File: src/rtl/fifo_pkg.sv
// Shared FIFO definitions used by both the read-side and write-side controllers.
package fifo_pkg;
   localparam int ADDR_W    = 4;
   localparam int AE_THRESH = 2;

   typedef logic [ADDR_W:0]   ptr_t;
   typedef logic [ADDR_W-1:0] addr_t;
endpackage

File: src/rtl/almost_empty_flag.sv
// Combinational fill level and empty/almost-empty flags from the two wrap-bit pointers.
module almost_empty_flag #(
   parameter int ADDR_W    = fifo_pkg::ADDR_W,
   parameter int AE_THRESH = fifo_pkg::AE_THRESH
) (
   input  logic [ADDR_W:0] w_ptr,
   input  logic [ADDR_W:0] r_ptr,
   output logic [ADDR_W:0] level,
   output logic            empty,
   output logic            almost_empty
);
   localparam logic [ADDR_W:0] AE_LIM = (ADDR_W+1)'(AE_THRESH);

   // The wrap bit makes a plain modular difference cover 0..depth, so full is not mistaken for empty.
   assign level        = w_ptr - r_ptr;
   assign empty        = (level == '0);
   assign almost_empty = (level <= AE_LIM);
endmodule

File: src/rtl/fifo_read_ctrl.sv
// Read-side FIFO controller: owns the read pointer, arbitrates pops and flush, and
// reports read-valid, fill level and a sticky underflow.
module fifo_read_ctrl #(
   parameter int ADDR_W    = fifo_pkg::ADDR_W,
   parameter int AE_THRESH = fifo_pkg::AE_THRESH
) (
   input  logic              clk,
   input  logic              rst_n,
   input  logic [ADDR_W:0]   w_ptr,
   input  logic              rd_en,
   input  logic              flush,
   input  logic              clr_err,
   output logic [ADDR_W:0]   r_ptr,
   output logic [ADDR_W-1:0] r_addr,
   output logic              rd_valid,
   output logic              empty,
   output logic              almost_empty,
   output logic [ADDR_W:0]   level,
   output logic              underflow
);
   // Handshake: a pop is taken in the cycle rd_en is high and the FIFO is non-empty;
   // r_addr is valid in that cycle and rd_valid marks the RAM data one cycle later.
   logic pop_ok;
   logic pop_empty;

   almost_empty_flag #(
      .ADDR_W    (ADDR_W),
      .AE_THRESH (AE_THRESH)
   ) u_flags (
      .w_ptr        (w_ptr),
      .r_ptr        (r_ptr),
      .level        (level),
      .empty        (empty),
      .almost_empty (almost_empty)
   );

   assign pop_ok    = rd_en & ~empty & ~flush;
   assign pop_empty = rd_en &  empty & ~flush;
   assign r_addr    = r_ptr[ADDR_W-1:0];

   always_ff @(posedge clk or negedge rst_n) begin
      if (!rst_n) begin
         r_ptr     <= '0;
         rd_valid  <= 1'b0;
         underflow <= 1'b0;
      end else begin
         if (flush)
            r_ptr <= w_ptr;
         else if (pop_ok)
            r_ptr <= r_ptr + 1'b1;
         rd_valid <= pop_ok;
         // A new underflow wins over a simultaneous clear.
         if (pop_empty)
            underflow <= 1'b1;
         else if (clr_err)
            underflow <= 1'b0;
      end
   end
endmodule

File: config.mk
export PLATFORM = sky130hd
export DESIGN_NAME = fifo_read_ctrl
export DESIGN_NICKNAME = d
export VERILOG_FILES = /design/src/rtl/fifo_pkg.sv /design/src/rtl/almost_empty_flag.sv /design/src/rtl/fifo_read_ctrl.sv
export SDC_FILE = /design/constraint.sdc
export NUM_CORES = 1
export LEC_CHECK = 0
export ABC_AREA = 1
export BUFFER_PORTS_ARGS = -buffer_cell sky130_fd_sc_hd__buf_2
export CORE_ASPECT_RATIO = 1.75
export CORE_MARGIN = 8
export CORE_UTILIZATION = 27
export DETAILED_ROUTE_END_ITERATION = 8
export GPL_TIMING_DRIVEN = 0
export SLEW_MARGIN = 20
export SYNTH_ARGS = -nofsm -noshare
export SYNTH_HDL_FRONTEND = slang
export SYNTH_SLANG_ARGS = --single-unit
File: constraint.sdc
create_clock -name clk -period 5.75 [get_ports clk]
set_clock_uncertainty 0.1 [all_clocks]
set_input_delay 1.4375 -clock clk [delete_from_list [all_inputs] [get_ports clk]]
set_output_delay 1.4375 -clock clk [all_outputs]
set_load 0.005 [all_outputs]
==> results.json <==
{
  "status": "finished clean",
  "fin_crit_ns": 4.463,
  "wire_per_inst_microns": 11.03,
  "switching_share_pct": 37.55,
  "die_w_microns": 53.29,
  "drc": 0,
  "nNetsFinal": 142,
  "cp_cell_sequence": "buf_2 -> inv_1 -> ha_1 -> fa_1 -> nand3b_1 -> nand2_1 -> nand2_1 -> nand2_2 -> nand4_2 -> inv_1 -> buf_2",
  "synth.yosys.seq_area_share_pct": 26.67,
  "yosys.area.top_type_share_pct": 26.67,
  "tritoncts": "built",
  "path_max_fanout": 3,
  "cp.required_ns": 4.21,
  "grtUsageTotal_pct": 8.713,
  "dp_hpwl_mm": 1.449,
  "drive_gt1_share_pct": 32.80,
  "clockPowerShare_pct": 27.2,
  "yosys.area.top_type": "dfrtp_1",
  "cp.arrival_ns": 2.93,
  "worst_pin_slew_ns": 0.2735,
  "finalHoldViolCount": 0,
  "grt_pass1_vias": 747,
  "dieHeight_microns": 81.25,
  "htree_levels": 1,
  "place_ws_ns": 1.261,
  "core_area_sq_mm": 0.002302,
  "area_growth_pct": 32.19,
  "cts_resized": 0,
  "grt_start_max_net_pins": 11,
  "route.vias.total": 679,
  "criticalPathCategory": "in -> out",
  "grt_pass1_wl_mm": 2.932,
  "maxCapViolations": 0,
  "totalWireLength_mm": 1.654,
  "setup_slack_ns": 1.287,
  "io_pins": 28,
  "synthTopCellsByArea": "dfrtp_1 (27%), nand2_1 (14%), inv_1 (10%), nand3_1 (9.9%), ha_1 (9.5%)",
  "firstDrtPassIters": 4,
  "antenna_found_initial": 0,
  "cts_max_path_buffers": 2,
  "peakVddDrop_v": 0.0001430,
  "portBuffers": 27,
  "crit_path_end_kind": "primary output",
  "cts_num_sinks": 7,
  "die-area_sq_mm": 0.004329,
  "period_share_pct": 77.62,
  "antenna_cells": 0,
  "place.gp.congestion": 0.7461,
  "clockRootBuffer": "clkbuf_8",
  "ant_nets": 0,
  "combinationalPowerShare_pct": 45.8,
  "switchingPower_uw": 96.00,
  "p_int_uw": 159.7,
  "syn_area_sq_um": 656.9,
  "num_rows": 23,
  "setup_violations": 0,
  "numCtsBuffers": 3,
  "synth_cells": 94,
  "clk_latency_ns": 0.23,
  "synth-seq-cells": 7,
  "startpoint_type": "input pin",
  "fin_setup_tns_ns": 0,
  "synth_nets": 110,
  "max_stage_delay_ns": 0.41,
  "timing.slew.headroom_pct": 81.70,
  "avgSynthCellArea_sq_um": 6.988,
  "clk_pin_slew_worst_paths_ns": 0.04,
  "yosys_warnings": 0,
  "cts_setup_buffers": 0,
  "routed_via_density": 4.527,
  "start_util_pct": 28.53,
  "pwr-share-seq_pct": 27.0,
  "synth.distinct_cells": 19,
  "p_per_area_mw_per_mm2": 294.4,
  "leakagePower_nw": 0.5374,
  "grt_overflow": 0,
  "drv_slew": 0,
  "rsz0062_at_grt": "false",
  "drt_iter0_markers": 7,
  "holdBufCountCts": 0,
  "slowest_stage": "fa_1",
  "hp-class": "reg -> reg",
  "clock.fmax_mhz": 224.1
}
-- worst max-delay path, delay by kind of cell --
kind | cells | cell delay [ns]
fa+ha+maj | 2 | 0.62
buf+inv | 4 | 0.35
simple gates | 5 | 0.53
-- synth_stat cells --
| cell type | n |
|---|---|
| ha_1 | 5 |
| nand4_1 | 1 |
| inv_2 | 1 |
| a21oi_1 | 3 |
| inv_1 | 18 |
| nand3_1 | 13 |
| nor2_1 | 1 |
| nand3b_1 | 1 |
| o21ai_0 | 5 |
| nand4_2 | 1 |
| clkbuf_4 | 1 |
| dfrtp_1 | 7 |
| xnor2_1 | 1 |
| buf_4 | 4 |
| nand2_4 | 2 |
| xor2_1 | 2 |
| fa_1 | 1 |
| nand2_2 | 2 |
| nand2_1 | 25 |
-- per-layer routing --
metal	GRT usage (%)	wire [microns]	vias to the layer above	share of wire, %
met1	7.831	635	302	38
met4	4.569	36	0	2.2
met2	16.51	865	23	52
li1	-	-	351	-
met3	2.377	117	3	7.1
met5	0	0	-	0
-- cell type report --
class                           instances  area (sq um)
Buffer                                  5         37.54
Inverter                               19         71.32
Clock buffer                            4         45.04
Multi-Input combinational cell         63         372.9
Timing Repair Buffer                   27         135.1
Tap cell                               25         31.28
Sequential cell                         7         175.2
Fill cell                             264          1434
-- registers in the layout (all words and copies together) (netlist names) --
register   flops
underflow      1
rd_valid       1
r_ptr          5
-- per-stage QoR --
stage               hold WS (ns)  std cells  cell area [sq um]  power (mW)  util [%]
floorplan                 0.4173         94              656.9      0.1444         -
finish                    0.4226        150              868.3      0.2557     37.72
global placement          0.4162        146              823.3      0.1891     35.76
CTS                       0.4317        150              868.3      0.2629     37.72
global route              0.4517        150              868.3      0.2822     37.72
detailed placement        0.4251        146              823.3      0.1908     35.76
-- cells in the final DEF, fill, tap and decap left out --
cell,synthesis,layout
nand4_1,1,1
fa_1,1,1
inv_2,1,1
nand4_2,1,1
buf_2,0,27
clkbuf_1,0,1
xnor2_1,1,1
inv_1,18,18
ha_1,5,5
o21ai_0,5,5
nand2_1,25,25
clkbuf_4,1,1
clkbuf_8,0,3
nand2_2,2,2
nand2_4,2,2
buf_4,4,4
xor2_1,2,2
nand3_1,13,13
nor2_1,1,1
dfrtp_1,7,7
nand3b_1,1,1
a21oi_1,3,3
-- power groups by stage --
stage | clock, mW | combinational (mW) | sequential, mW
floorplan | 0 | 0.0761 | 0.0684
global placement | 0 | 0.120 | 0.0695
detailed placement | 0 | 0.121 | 0.0699
CTS | 0.0721 | 0.121 | 0.0693
global route | 0.0756 | 0.136 | 0.0708
finish | 0.0695 | 0.117 | 0.0691
-- kinds of logic after synthesis --
| family | count (synthesis) | synth area share (%) |
|---|---|---|
| flops | 7 | 26.67 |
| compound gates | 8 | 6.094 |
| xor+xnor | 3 | 4.001 |
| fa+ha+maj | 6 | 12.57 |
| buf+inv | 24 | 16.57 |
| simple gates | 46 | 34.09 |
-- final timing paths --
path	startpoint	to	slack, ns	cells past startpoint
worst min-delay path	underflow$_DFFE_PN0P_	underflow$_DFFE_PN0P_	0.42	2
min in group asynchronous	rst_n	rd_valid$_DFF_PN0_	0.94	1
worst max-delay path	w_ptr[0]	empty	1.29	11
worst min register to register	underflow$_DFFE_PN0P_	underflow$_DFFE_PN0P_	0.42	2
max in group asynchronous	rst_n	r_ptr[1]$_DFFE_PN0P_	4.45	1
worst max register to register	r_ptr[0]$_DFFE_PN0P_	r_ptr[1]$_DFFE_PN0P_	3.57	11
Power figures use the tool's default switching activity.
